**config.mk**
```make
export PLATFORM = sky130hd
export DESIGN_NAME = shift_seq_ctrl
export DESIGN_NICKNAME = d
export VERILOG_FILES = /design/src/rtl/shift_pkg.sv /design/src/rtl/shift_step.sv /design/src/rtl/shift_seq_ctrl.sv
export SDC_FILE = /design/constraint.sdc
export NUM_CORES = 1
export LEC_CHECK = 0
export BUFFER_PORTS_ARGS = -buffer_cell sky130_fd_sc_hd__buf_4
export CAP_MARGIN = 20
export CELL_PAD_IN_SITES_DETAIL_PLACEMENT = 1
export CELL_PAD_IN_SITES_GLOBAL_PLACEMENT = 1
export CORE_MARGIN = 2
export CORE_UTILIZATION = 31
export DETAILED_ROUTE_END_ITERATION = 8
export PLACE_DENSITY_LB_ADDON = 0.3
export SLEW_MARGIN = 25
export SYNTH_ARGS = -nofsm -noshare
export SYNTH_HDL_FRONTEND = slang
export SYNTH_SLANG_ARGS = --single-unit
```
**constraint.sdc**
```tcl
create_clock -name clk_i -period 2.3 [get_ports clk_i]
set_input_delay 0.23 -clock clk_i [delete_from_list [all_inputs] [get_ports clk_i]]
set_output_delay 0.23 -clock clk_i [all_outputs]
set_load 0.1 [all_outputs]
```
**src/rtl/shift_pkg.sv**
```systemverilog
`default_nettype none
// ============================================================================
// Module      : shift_pkg
// Description : Shared definitions for the multicycle shift sequencer.
//               - Shift operation encodings.
//               - FSM state type.
//               - One-hot step-size select codes used by shift_step.
// Revision    : 1.0 - initial release
// ============================================================================
package shift_pkg;

    // Shift operation encodings, as presented on shift_op_i
    localparam logic [1:0] SH_SLL  = 2'b00;
    localparam logic [1:0] SH_SRL  = 2'b01;
    localparam logic [1:0] SH_SRA  = 2'b10;
    localparam logic [1:0] SH_ROTL = 2'b11;

    // Sequencer states
    typedef enum logic [1:0] {
        ST_IDLE  = 2'b00,
        ST_SHIFT = 2'b01,
        ST_DONE  = 2'b10
    } state_t;

    // One-hot step select: bit 0 = single-bit step, bit 1 = coarse step.
    // All-zero means "no shift this cycle".
    localparam logic [1:0] STEP_SEL_NONE = 2'b00;
    localparam logic [1:0] STEP_SEL_ONE  = 2'b01;
    localparam logic [1:0] STEP_SEL_FAST = 2'b10;

endpackage : shift_pkg
`default_nettype wire

```
**src/rtl/shift_step.sv**
```systemverilog
`default_nettype none
// ============================================================================
// Module      : shift_step
// Description : Purely combinational one-step shifter.
//               Shifts value_i by either 1 bit or FAST_STEP bits, according
//               to the one-hot step select. With no select bit set, the value
//               passes through unchanged.
// Ports       : value_i    [WIDTH-1:0] operand for this step
//               op_i       [1:0]       SLL / SRL / SRA / ROTL
//               step_sel_i [1:0]       one-hot: 01 = 1 bit, 10 = FAST_STEP bits
//               value_o    [WIDTH-1:0] shifted value
// Revision    : 1.0 - initial release
// ============================================================================
module shift_step
    import shift_pkg::*;
#(
    parameter int WIDTH     = 32,
    parameter int FAST_STEP = 4
) (
    input  logic [WIDTH-1:0] value_i,
    input  logic [1:0]       op_i,
    input  logic [1:0]       step_sel_i,
    output logic [WIDTH-1:0] value_o
);

    // Keeps the coarse path well-formed even when coarse steps are disabled;
    // in that case the sequencer never selects it.
    localparam int C_FAST_AMT = (FAST_STEP > 0) ? FAST_STEP : 1;

    function automatic logic [WIDTH-1:0] shift_by(
        input logic [WIDTH-1:0] v,
        input logic [1:0]       op,
        input int               amt
    );
        logic [WIDTH-1:0] r;
        case (op)
            SH_SLL:  r = v << amt;
            SH_SRL:  r = v >> amt;
            // The sign comes from the current register value, so repeated
            // steps keep replicating the original MSB.
            SH_SRA:  r = $signed(v) >>> amt;
            default: r = (v << amt) | (v >> (WIDTH - amt));
        endcase
        return r;
    endfunction

    always_comb begin
        value_o = value_i;
        if (step_sel_i == STEP_SEL_FAST) begin
            value_o = shift_by(value_i, op_i, C_FAST_AMT);
        end else if (step_sel_i == STEP_SEL_ONE) begin
            value_o = shift_by(value_i, op_i, 1);
        end
    end

endmodule : shift_step
`default_nettype wire

```
**src/rtl/shift_seq_ctrl.sv**
```systemverilog
`default_nettype none
// ============================================================================
// Module      : shift_seq_ctrl
// Description : Multicycle sequencer for the shift datapath.
//               Performs SLL/SRL/SRA/ROTL of a WIDTH-bit operand by a SHAMT_W-bit
//               amount. It iterates a one-step shifter, taking coarse
//               FAST_STEP-bit steps while the remaining count allows, then
//               single-bit steps.
// Ports       : clk_i       system clock, rising edge
//               reset_i     synchronous, active-high reset
//               start_i     request, sampled in IDLE or DONE
//               shift_op_i  operation (SLL/SRL/SRA/ROTL), sampled with start
//               shamt_i     shift amount, sampled with start
//               data_in_i   operand, sampled with start
//               busy_o      high while shifting
//               done_o      one-cycle pulse, result valid
//               result_o    result, held until the next accepted start
// Revision    : 1.0 - initial release
// ============================================================================
module shift_seq_ctrl
    import shift_pkg::*;
#(
    parameter int WIDTH     = 32,
    parameter int SHAMT_W   = 5,
    parameter int FAST_STEP = 4
) (
    input  logic               clk_i,
    input  logic               reset_i,
    input  logic               start_i,
    input  logic [1:0]         shift_op_i,
    input  logic [SHAMT_W-1:0] shamt_i,
    input  logic [WIDTH-1:0]   data_in_i,
    output logic               busy_o,
    output logic               done_o,
    output logic [WIDTH-1:0]   result_o
);

    localparam bit                 C_FAST_EN  = (FAST_STEP != 0);
    localparam logic [SHAMT_W:0]   C_FAST_CNT = (SHAMT_W + 1)'(FAST_STEP);
    localparam logic [SHAMT_W-1:0] C_FAST_DEC = SHAMT_W'(FAST_STEP);
    localparam logic [SHAMT_W-1:0] C_ONE      = SHAMT_W'(1);

    state_t             state_q, state_d;
    logic [SHAMT_W-1:0] count_q, count_d;
    logic [1:0]         op_q, op_d;
    logic [WIDTH-1:0]   result_q, result_d;

    logic [1:0]         w_step_sel;
    logic [WIDTH-1:0]   w_stepped;
    logic               w_load;

    // A new request is only accepted outside SHIFT. Accepting in DONE gives
    // back-to-back operation without an idle cycle.
    assign w_load = start_i && ((state_q == ST_IDLE) || (state_q == ST_DONE));

    // Step size for this cycle. It is kept apart from the next-state logic so
    // that the shifter output does not feed back into its own select.
    always_comb begin
        w_step_sel = STEP_SEL_NONE;
        if (state_q == ST_SHIFT) begin
            if (C_FAST_EN && ({1'b0, count_q} >= C_FAST_CNT)) begin
                w_step_sel = STEP_SEL_FAST;
            end else if (count_q != '0) begin
                w_step_sel = STEP_SEL_ONE;
            end
        end
    end

    shift_step #(
        .WIDTH     (WIDTH),
        .FAST_STEP (FAST_STEP)
    ) u_shift_step (
        .value_i    (result_q),
        .op_i       (op_q),
        .step_sel_i (w_step_sel),
        .value_o    (w_stepped)
    );

    always_comb begin
        state_d  = state_q;
        count_d  = count_q;
        op_d     = op_q;
        result_d = result_q;

        case (state_q)
            ST_IDLE, ST_DONE: begin
                if (w_load) begin
                    result_d = data_in_i;
                    count_d  = shamt_i;
                    op_d     = shift_op_i;
                    state_d  = ST_SHIFT;
                end else begin
                    state_d  = ST_IDLE;
                end
            end
            ST_SHIFT: begin
                case (w_step_sel)
                    STEP_SEL_FAST: begin
                        result_d = w_stepped;
                        count_d  = count_q - C_FAST_DEC;
                    end
                    STEP_SEL_ONE: begin
                        result_d = w_stepped;
                        count_d  = count_q - C_ONE;
                    end
                    default: begin
                        // Count exhausted: this cycle only moves to DONE.
                        state_d  = ST_DONE;
                    end
                endcase
            end
            default: begin
                state_d = ST_IDLE;
            end
        endcase
    end

    always_ff @(posedge clk_i) begin
        if (reset_i) begin
            state_q  <= ST_IDLE;
            count_q  <= '0;
            op_q     <= SH_SLL;
            result_q <= '0;
        end else begin
            state_q  <= state_d;
            count_q  <= count_d;
            op_q     <= op_d;
            result_q <= result_d;
        end
    end

    assign busy_o   = (state_q == ST_SHIFT);
    assign done_o   = (state_q == ST_DONE);
    assign result_o = result_q;

endmodule : shift_seq_ctrl
`default_nettype wire

```
==> results.cfg <==
[routing]
viasPerCell = 5.89
drt_iter0_markers = 189
via_count = 3294
post-route-drc-count = 0
routed_wl_mm = 12.5
wire_per_inst_um = 22.3
route.antenna.remaining_nets = 0
drt_first_pass_iters = 4

[floorplan]
die_y_um = 101
io-pin-count = 76
rows = 35
die_w_um = 101
dieArea_mm2 = 0.0102
initial_core_util_pct = 31.8
coreArea_mm2 = 0.00915

[cells_and_area]
finalInstanceArea_mm2 = 0.00430
area_growth_pct = 47.8
utilization_pct = 47.0
drive_above_1_share_pct = 44.0
nets = 496
antennaDiodeCount = 0
final_cells = 559
n_fill_cell = 1072

[timing]
layout_setup_ws_ns = -0.106
rsz0062_at_grt = true
fin_worst_skew_ns = 0.00951
max-slew-margin-rel_pct = 60.9
period_share_pct = 105
finalSetupTns_ns = -1.62
fmax_mhz = 416
report.final.hold_viol_count = 0
tightest_slew_ns = 0.586
setup_viol = 30
drv_slew = 0
hold_ws_ns = 0.170
min_period_ns = 2.41

[synthesis]
synthDistinctLibCells = 50
avgSynthCellArea_um2 = 8.40
yosysTopAreaCell = dfxtp_1
yosysTopAreaCellShare_pct = 28.2
syn_inst = 346
synth_warnings = 0
ys_seq_elements = 41
synthTopCellsByArea = dfxtp_1 28%, nand2_1 5.2%, nor2_1 4.9%
yosysSeqAreaShare_pct = 28.2
synth_async_sr_flop_share_pct = 0
synthFlopType = dfxtp_1
synth_edf_count = 0
synth_nets = 395
synth_area_mm2 = 0.00291

[clock_network]
cts.hold.buffers_added = 0
cts_root_buffer = clkbuf_8
clk_latency_ns = 0.31
clkSinkCount = 41
cts_tree = built
cts_buffer_depth = 2
cts.clk_slew.worst_paths_ns = 0.09
ctsHtreeMaxLevel = 2
cts_buffers = 5

[critical_path]
path_class = reg2reg
crit_path_max_fanout = 7
cp-end-kind = flop
r2r_start = count_q[3]
critPathArrivalTime_ns = 2.63
startpoint_type = flop
worstSetupStartpoint = count_q[3]
cp.required_ns = 2.53

[hold_path]
hold_path_class = in2reg
hp-start = shift_op_i[1]

[flow_run]
cap_violations = 0

[pwr]
clockPowerShare_pct = 18.7
power.density_mw_per_mm2 = 629
peakVddDrop_v = 0.000251
p_sw_share_pct = 46.3
power_switching_mw = 1.25
power_mw = 2.70
power.leakage_nw = 1.69
p_comb_share_pct = 47.2
power.internal_mw = 1.45
sequentialPowerShare_pct = 34.0

[grt]
grt_start_max_net_pins = 44
grt_overflow = 0
grt_pass1_wl_mm = 18.1
antenna_found_initial = 0
track_usage_pct = 22.8
grt_pass1_vias = 3279

[outcome]
violations = negative setup slack
status = finished with violations

[placement]
dp_worst_setup_slack_ns = -0.167
dp_cells = 535
placed_cell_area_mm2 = 0.00372
port_buffers = 75
gp_congestion = 0.874
dp_hpwl_mm = 7.84
-- metal layers --
layer  vias up  part of all wire, %  GRT usage [%]
met4         0                  1.5           6.22
met1      1640                   44           32.0
met3        21                  6.1           3.54
li1       1500                    -              -
met5         -                    0              0
met2       133                   48           36.5
-- worst max-delay path, cell delays in order, from the launching register on --
cell,delay [ns]
dfxtp_2,0.35
buf_4,0.13
nor3_2,0.19
nand2_1,0.11
nand2_2,0.09
inv_1,0.06
ha_4,0.22
or3b_4,0.50
nand2_8,0.12
buf_12,0.14
clkbuf_16,0.15
nor2_2,0.04
a211oi_2,0.22
-- cells in the final DEF (no fill, tap or decap), types with 4 or more instances in the layout --
cell type  instances
nor3_1             7
ha_4               4
nand3_1            7
nand2_1           39
a21o_1             9
nor2_1            29
a221oi_2           6
nor2b_1            4
buf_12             6
dfxtp_1           37
inv_1              4
buf_4            110
a211oi_2           6
a211oi_1          10
nor2_2             7
a311oi_1          11
clkbuf_16          4
nand4_1            4
clkbuf_8           5
o21a_1             9
mux4_2             5
a21oi_1           12
nor2_4             4
mux2_2            12
o21ai_0           21
nand2b_1           4
a22oi_1           10
-- cells by family (layout without fill, tap and decap cells) --
| group | after synthesis | count (layout) | synth area share [%] |
|---|---|---|---|
| fa+ha+maj | 7 | 7 | 3.01 |
| simple gates | 117 | 117 | 18.2 |
| buf+inv | 36 | 138 | 7.14 |
| xor+xnor | 3 | 3 | 2.19 |
| mux | 22 | 22 | 11.4 |
| flops | 41 | 41 | 28.2 |
| compound gates | 120 | 120 | 29.8 |
-- cell usage after synthesis (2+ instances only) --
cell,number
a211o_1,3
a211oi_1,16
a21o_1,9
a21oi_1,13
a221oi_1,7
a22oi_1,10
a311oi_1,12
a41oi_1,3
buf_2,4
buf_4,6
buf_6,6
clkbuf_1,12
dfxtp_1,41
ha_1,7
inv_1,6
mux2_2,12
mux2i_1,3
mux4_1,2
mux4_2,5
nand2_1,40
nand2b_1,5
nand3_1,8
nand3b_1,2
nand4_1,4
nor2_1,38
nor2b_1,4
nor3_1,8
nor3b_1,3
o21a_1,9
o21ai_0,25
o21bai_1,3
o31a_1,2
-- what timing repair did --
item	in CTS	in global routing
resized for setup	12	48
endpoints found under the hold margin	0	0
gates cloned	2	4
buffers inserted	5	5
setup endpoints to repair	31	34
pin swaps	5	28
-- power by group through the flow --
| stage | Sequential, mW | Clock [mW] | Combinational (mW) |
|---|---|---|---|
| floorplan | 1.27 | 0 | 0.438 |
| global placement | 0.917 | 0 | 1.11 |
| detailed placement | 0.920 | 0 | 1.13 |
| CTS | 0.904 | 0.514 | 1.17 |
| global route | 0.930 | 0.547 | 1.34 |
| finish | 0.921 | 0.506 | 1.28 |
-- registers in the layout, indices dropped and copies added, names as in the netlist --
register	count
count_q	5
state_q	2
result_o	32
op_q	2
-- final timing paths --
path	slack, ns	to	cells past startpoint
min reg2reg	0.53	count_q[4]	2
max	-0.11	result_o[16]	12
max reg2reg	-0.11	result_o[16]	12
min	0.17	op_q[1]	3
-- final cells by class --
class / count / area [um^2] / area share (%)
Multi-Input combinational cell: 269 / 2100 / 48.8
Timing Repair Buffer: 123 / 1110 / 25.9
Sequential cell: 41 / 828 / 19.3
Tap cell: 111 / 139 / 3.23
Clock buffer: 5 / 68.8 / 1.60
Inverter: 7 / 36.3 / 0.844
Clock inverter: 3 / 17.5 / 0.408
(Power assumes the default switching activity.)
